<file path="src/rtl/poly_compress_pack.sv">
// rtl/poly_compress_pack.sv - Kyber512 Bp/V compress and bit-pack into 64-bit ciphertext words
// Optional POLY_COMPRESS_RANGE_CHECK_EN adds sticky Coeff_range_err output.
module poly_compress_pack #(
  parameter int KYBER_Q           = 3329,
  parameter int KYBER_DU          = 10,
  parameter int KYBER_DV          = 4,
  parameter int i_Sub_BRAM_Length = 128,
  parameter int o_Ct_Length       = 64,
  parameter int Bp_Words          = 64,
  parameter int Total_Words       = 96
) (
  input  logic                         clk,
  input  logic                         rst,
  input  logic                         enable,
  output logic [7:0]                   Sub_RAd,
  input  logic [i_Sub_BRAM_Length-1:0] Sub_RData,
  output logic [6:0]                   Ct_WAd,
  output logic [o_Ct_Length-1:0]       Ct_WData,
  output logic                         Ct_outready,
  output logic                         Function_done
`ifdef POLY_COMPRESS_RANGE_CHECK_EN
  ,
  output logic                         Coeff_range_err
`endif
);

  localparam int ACC_W  = 144;
  // ceil(2^34 / 3329): floor(n * QINV >> 34) == floor(n / 3329) for every numerator we can see
  localparam int QINV   = 5160670;
  localparam int QSHIFT = 34;

  typedef enum logic [2:0] {
    S_IDLE,
    S_READ,
    S_LOAD,
    S_EMIT,
    S_DONE
  } state_t;

  state_t state, state_nxt;

  logic [ACC_W-1:0]      acc;
  logic [7:0]            cnt;
  logic [6:0]            wr_ptr;
  logic                  is_bp;
  logic                  last_word;
  logic                  emit_now;
  logic [8*KYBER_DU-1:0] pack_bp;
  logic [8*KYBER_DV-1:0] pack_v;
  logic [7:0]            ge_q;
  logic [ACC_W-1:0]      load_bits;
  logic [7:0]            load_cnt;

  assign is_bp     = Sub_RAd < 8'(Bp_Words);
  assign last_word = Sub_RAd == 8'(Total_Words - 1);

  // Both field widths share one divider per lane; only the numerator shift differs.
  for (genvar j = 0; j < 8; j++) begin : g_coeff
    logic [15:0] c_raw;
    logic [15:0] c_sub;
    logic [11:0] c_red;
    logic [21:0] num;
    logic [44:0] prod;
    logic [10:0] quo;
    logic        unused_coeff;

    assign c_raw   = Sub_RData[16*j +: 16];
    assign c_sub   = c_raw - 16'(KYBER_Q);
    assign ge_q[j] = c_raw >= 16'(KYBER_Q);
    assign c_red   = ge_q[j] ? c_sub[11:0] : c_raw[11:0];
    assign num     = is_bp ? ((22'(c_red) << KYBER_DU) + 22'd1664)
                           : ((22'(c_red) << KYBER_DV) + 22'd1664);
    assign prod    = 45'(num) * 45'(QINV);
    assign quo     = prod[44:QSHIFT];
    assign pack_bp[KYBER_DU*j +: KYBER_DU] = quo[KYBER_DU-1:0];
    assign pack_v[KYBER_DV*j +: KYBER_DV]  = quo[KYBER_DV-1:0];
    assign unused_coeff = ^{c_sub[15:12], prod[QSHIFT-1:0], quo[10]};
  end

  assign load_bits = is_bp ? ACC_W'(pack_bp) : ACC_W'(pack_v);
  assign load_cnt  = is_bp ? 8'(8*KYBER_DU) : 8'(8*KYBER_DV);

  always_ff @(posedge clk or posedge rst) begin
    if (rst) state <= S_IDLE;
    else     state <= state_nxt;
  end

  always_comb begin
    state_nxt = state;
    case (state)
      S_IDLE: if (enable) state_nxt = S_READ;
      S_READ: state_nxt = S_LOAD;
      S_LOAD: state_nxt = S_EMIT;
      S_EMIT: if (cnt < 8'(o_Ct_Length)) state_nxt = last_word ? S_DONE : S_READ;
      S_DONE: state_nxt = S_IDLE;
      default: state_nxt = S_IDLE;
    endcase
  end

  always_comb begin
    emit_now      = (state == S_EMIT) && (cnt >= 8'(o_Ct_Length));
    Function_done = (state == S_DONE);
  end

  always_ff @(posedge clk or posedge rst) begin
    if (rst) begin
      Sub_RAd     <= '0;
      Ct_WAd      <= '0;
      Ct_WData    <= '0;
      Ct_outready <= 1'b0;
      acc         <= '0;
      cnt         <= '0;
      wr_ptr      <= '0;
    end else begin
      Ct_outready <= emit_now;
      case (state)
        S_IDLE: begin
          if (enable) begin
            Sub_RAd <= '0;
            acc     <= '0;
            cnt     <= '0;
            wr_ptr  <= '0;
          end
        end
        S_LOAD: begin
          acc <= acc | (load_bits << cnt);
          cnt <= cnt + load_cnt;
        end
        S_EMIT: begin
          if (emit_now) begin
            Ct_WData <= acc[o_Ct_Length-1:0];
            Ct_WAd   <= wr_ptr;
            wr_ptr   <= wr_ptr + 7'd1;
            acc      <= acc >> o_Ct_Length;
            cnt      <= cnt - 8'(o_Ct_Length);
          end else if (!last_word) begin
            Sub_RAd <= Sub_RAd + 8'd1;
          end
        end
        S_DONE: begin
          Sub_RAd <= '0;
          Ct_WAd  <= '0;
          wr_ptr  <= '0;
        end
        default: ;
      endcase
    end
  end

`ifdef POLY_COMPRESS_RANGE_CHECK_EN
  always_ff @(posedge clk or posedge rst) begin
    if (rst)                               Coeff_range_err <= 1'b0;
    else if (state == S_IDLE && enable)    Coeff_range_err <= 1'b0;
    else if (state == S_LOAD && (|ge_q))   Coeff_range_err <= 1'b1;
  end
`else
  logic unused_range;
  assign unused_range = ^ge_q;
`endif

endmodule

</file>
<file path="config.mk">
export PLATFORM = sky130hd
export DESIGN_NAME = poly_compress_pack
export DESIGN_NICKNAME = d
export VERILOG_FILES = /design/src/rtl/poly_compress_pack.sv
export SDC_FILE = /design/constraint.sdc
export NUM_CORES = 2
export LEC_CHECK = 0
export BUFFER_PORTS_ARGS = -buffer_cell sky130_fd_sc_hd__buf_2
export CAP_MARGIN = 20
export CORE_MARGIN = 8
export CORE_UTILIZATION = 45
export DETAILED_ROUTE_END_ITERATION = 10
export SYNTH_ARGS = -nofsm -noshare
export SYNTH_HDL_FRONTEND = slang
export SYNTH_SLANG_ARGS = --single-unit
export TNS_END_PERCENT = 10
</file>
<file path="constraint.sdc">
create_clock -name clk -period 18.3 [get_ports clk]
set_input_delay 1.83 -clock clk [delete_from_list [all_inputs] [get_ports clk]]
set_output_delay 1.83 -clock clk [all_outputs]
set_load 0.05 [all_outputs]
</file>
After elaboration in Yosys (flattened, before gate mapping)
Index checks and enable logic that the tools add are counted.
Word-level totals
  register bits after elaboration: 242
  input bits: 131
  output and inout port bits: 81
  logic and storage cells: 114
Operators by class
  add/subtract/negate cells: 28
  multiply operators: 8
  magnitude comparators: 11
  equality and inequality tests: 10
  shift-type cells: 1
  muxes and demuxes: 36
  bitwise logic cells: 1
  reduce and logical (&&, ||, !) cells: 11
Operator list (number)
  $pmux W144 S3: 1
  $mul A22 B22 Y43 const B: 8
  $mux W144: 2
  $add A22 B11 Y22 const B: 8
  $mux W22: 8
  $or A144 B144 Y144: 1
  $shl A80 B8 Y144: 1
  $add A16 B11 Y17 const B: 8
  $ge A16 B12 Y1 const B: 8
  $mux W12: 8
  $sub A12 B12 Y12 const B: 8
  $mux W80: 1
  $pmux W8 S3: 2
  $mux W8: 4
  $mux W7: 4
  $pmux W7 S3: 1
  $lt A8 B7 Y1 const B: 2
  $pmux W7 S2: 1
  $pmux W3 S4: 1
  $ne A2 B2 Y1 const B: 5
  $mux W3: 3
  $add A8 B1 Y8 const B: 1
  $add A8 B7 Y8: 1
  $eq A8 B7 Y1 const B: 1
  13 further kinds: 18

Logic depth before layout (Yosys ltp)
  depth after elaboration: 9
  mapped depth: 41
  gate-level depth less buffers: 40

Least setup slack after synthesis
No wires, ideal clock.
  path type: input to register
  start: input Sub_RData[97]
  end: register acc[77]
  library setup time: 0.130 ns
  arrival: 11.207 ns
  required time: 18.170 ns
  setup slack: 6.963 ns
  stages: 37
  buffers on the path: 0
  cell sequence: inv_1 > ha_1 > or4b_1 > o31ai_2 > a21o_1 > nand2_1 > and2_1 > xnor2_1 > inv_1 > ha_1 > nor3b_1 > xnor2_1 > o21ai_1 > inv_1 > xnor2_1 > ha_1 > a21o_1 > fa_1 > fa_1 > fa_1 > fa_1 > fa_1 > inv_1 > fa_1 > inv_1 > ha_1 > a21oi_1 > o22ai_1 > o21a_1 > or3b_2 > o221ai_1 > xnor2_1 > a221o_1 > o31ai_1 > nand2_1 > o211ai_1 > o21ai_0
Between the ends
  word-level cells in the longest chain between the ends: 9
  elaborated cells between the ends (all ways): 11
  those cells by class: add/sub: 3; mul: 1; order compare: 1; shift: 1; mux: 4; bitwise: 1
RTL lines
  start, declared: line 16  | input logic [i_Sub_BRAM_Length-1:0] Sub_RData,
  $ge A16 B12 Y1 / $sub A12 B12 Y12 (equally long branches): line 69, 68
  $mux W12 (*): line 70  | assign c_red = ge_q[j] ? c_sub[11:0] : c_raw[11:0];
  $add A22 B11 Y22 / $add A16 B11 Y17 (equally long branches): line 71, 72
  $mux W22 (*): line 71  | assign num = is_bp ? ((22'(c_red) << KYBER_DU) + 22'd1664)
  $mul A22 B22 Y43 (*): line 73  | assign prod = 45'(num) * 45'(QINV);
  $mux W80 (*): line 80  | assign load_bits = is_bp ? ACC_W'(pack_bp) : ACC_W'(pack_v);
  $shl A80 B8 Y144 (*): line 126  | acc <= acc | (load_bits << cnt);
  $or A144 B144 Y144 (*): line 126
  $pmux W144 S3 (*): line 116  | case (state)
  end signal, assigned: line 126
  end signal, assigned: line 134  | acc <= acc >> o_Ct_Length;
  end, declared: line 42  | logic [ACC_W-1:0] acc;
Every way passes the cells marked *; elsewhere a longest branch is shown, timed or not.
A chain may end at the register's enable or synchronous reset.

Final worst setup path
  start: input Sub_RData[80]
  end: register acc[89]
Same word-level chain as after synthesis.

==> results.md <==
- Starting Density: ~45%
- Number of port buffers: 211
- Top_reg_cell synth: dfrtp_1
- Mapped cell area: ~79000 um^2
- First-pass GRT wire length: 373000 um
- DRT met1 WL: 97300 um
- Share of cells above drive strength 1: 5.28%
- CP Class: in2reg
- Std cell rows: 153
- Worst hold slack: 0.464 ns
- Routed wire length per instance: 21.7 um
- Post-CTS Setup Bufs: 0
- Max Cap Viol: 0
- CP Launch Type: primary input
- DR top layer: met4
- CP max stage cell: o311ai_0
- Largest net degree at the start of global routing: 95
- CP dominant cell by count: inv_1
- GRT Overall Usage: 24.8%
- Post-synthesis net count: 11344
- Syn-to-layout area delta: 6.15%
- Core ar.: 174000 um^2
- Netlist cell types: 103
- Syn Inst Count: 8401
- Hold_sp: acc[12]$_DFFE_PP0P_
- Ys async rst share: 100%
- Critical Path RT: 18.85 ns
- Drt first pass iters: 6
- CTS Root Cell: clkbuf_16
- # H-tree levels: 1
- Setup TNS Final: 0 ns
- Final Critical Period: 13.14 ns
- Cts repair resizes: 0
- GR Overflow Total: 0
- Io pins: 212
- Nets@finish: ~11000
- Clk pin slew, worst setup/hold paths: 0.07 ns
- Final core utilization: between 40% and 50%
- Final wirelength: 236000 um
- Worst-Skew Late Latency: 0.64 ns
- CTS Buf Count: 28
- Die Footprint: 189000 um^2
- Vias in the first global route: 64984
- Crit path capture type: flop
- Crit path from: Sub_RData[80]
- Die width: about 440 um
- Seq/Total Area, Yosys: under 10%
- Fmax: 0.0761 GHz
- Residual DRC: 0
- Vias post-DR: 59848
- TritonCTS clock tree: yes
- CP bufs+invs: 7
- Worst-Margin Slew: 1.23 ns
- Yosys Warn Count: 0
- DPL Wire Length: 204000 um
- Antenna violations before repair: 6
- CP arrival: 13.69 ns
- Setup violations, final: 0
- Most frequent cells in the layout: inv_1 (2018), ha_1 (1430), fa_1 (1382), nand2_1 (585), a21oi_1 (374)
- Relative slew margins: 17.4%
- CTS Sinks: 238
- Top delay family on crit path: compound AO/OA/AOI/OAI gates
- Crit-path max FO: 9
- Yosys reg bits: 238
- Status: finished clean
- Die H: between 400 and 500 um
- Most common cell after layout, fill and taps aside: inv_1
- # hold bufs at CTS: 0
- Syn avg cell area: about 9.4 um^2
- Count of final hold-check violations: 0
- RSZ-0062 raised after global routing: no
- Placer Congestion: 0.998
- Worst r2r src: Sub_RAd[6]$_DFFE_PP0P_
- DR vias/cell: 5.50
- Clk buf depth: 3
- CP max stage delay: between 1 and 1.5 ns
- Hold Path Class: reg2reg
- Tcrit/Tclk final: between 70% and 80%
- Wire length on met3: between 10000 and 15000 um
- Post-synth EDFFs: 0
- DR iter-0 viols: 4213
- Routed Antenna Nets: 0
- Clk_skew: 0.0763 ns
- Max-slew violations: 0
- WL met2: 113000 um
## worst paths after layout
path | cells after the start | slack (ns) | endpoint
min in group asynchronous | 2 | 1.34 | Ct_WData[29]$_DFFE_PP0P_
worst min register to register | 2 | 0.46 | Ct_WData[12]$_DFFE_PP0P_
worst max register to register | 30 | 6.69 | acc[89]$_DFFE_PP0P_
worst max-delay path | 38 | 5.16 | acc[89]$_DFFE_PP0P_
max in group asynchronous | 3 | 15.46 | cnt[5]$_DFFE_PP0P_
worst min-delay path | 2 | 0.46 | Ct_WData[12]$_DFFE_PP0P_
## tightest hold or removal path, stage by stage, from the launching register on
cell	delay, ns
dfrtp_1	0.34
nand2_1	0.05
nand2_1	0.05
## synth_stat cells, drive strengths merged, types with 46 or more instances
master / count / area [um^2]
inv: 2022 / 7590
clkbuf: 135 / 507
nand2: 587 / 2200
dfrtp: 238 / 5960
a21o: 113 / 848
xnor2: 228 / 2000
o21ai: 215 / 1080
xor2: 115 / 1010
fa: 1382 / 27700
a22oi: 56 / 420
ha: 1430 / 17900
and2: 46 / 288
a211oi: 58 / 435
a21oi: 380 / 1920
nand3: 90 / 450
nor3: 105 / 531
nor2: 292 / 1100
nand4: 51 / 319
## stage by stage
| step | std cells | area [um^2] | setup WS (ns) |
|---|---|---|---|
| after global routing | 10885 | 83900 | 4.73 |
| final | 10886 | 83900 | 5.16 |
| after detailed placement | 10831 | 82900 | 4.69 |
| after floorplan | 8401 | 79000 | 6.96 |
| after global placement | 10830 | 82900 | 4.81 |
| after CTS | 10883 | 83800 | 5.29 |
## layout make-up
type / instances / area, um^2
timing repair buffer: 276 / 1560
sequential: 238 / 5960
clock buffer: 39 / 802
fill: 16665 / 90300
inverter: 2025 / 7620
clock inverter: 13 / 171
antenna: 1 / 2.50
tap: 2325 / 2910
multi-input combinational: 5969 / 64800
## logic make-up (layout without fill, tap and decap cells)
logic type	Yosys count	in the layout	share of synthesized area, %
AOI/OAI and AO/OA	1296	1296	11.0
xor gates and xnor gates	345	345	3.86
adders and majority gates	2812	2812	57.7
buffers and inverters	2194	2353	10.5
DFF	238	238	7.54
muxes	60	60	0.844
other	0	1	0
and+or+nand+nor	1456	1456	8.68
## registers in the layout, indices dropped and copies added, names as in the netlist
signal and flops:
wr_ptr 7, acc 144, Ct_WAd 7, state 3, Sub_RAd 8, Ct_outready 1, cnt 4, Ct_WData 64
## routing by layer
layer  global-route usage [%]  up-vias
met1                     32.1    29925
met4                     9.15        0
li1                         -    27489
met5                        0        -
met2                     42.5     1936
met3                     3.30      498
Power is not shown: default switching activity piles up to over one toggle a cycle in this logic, so the estimate is an artifact.
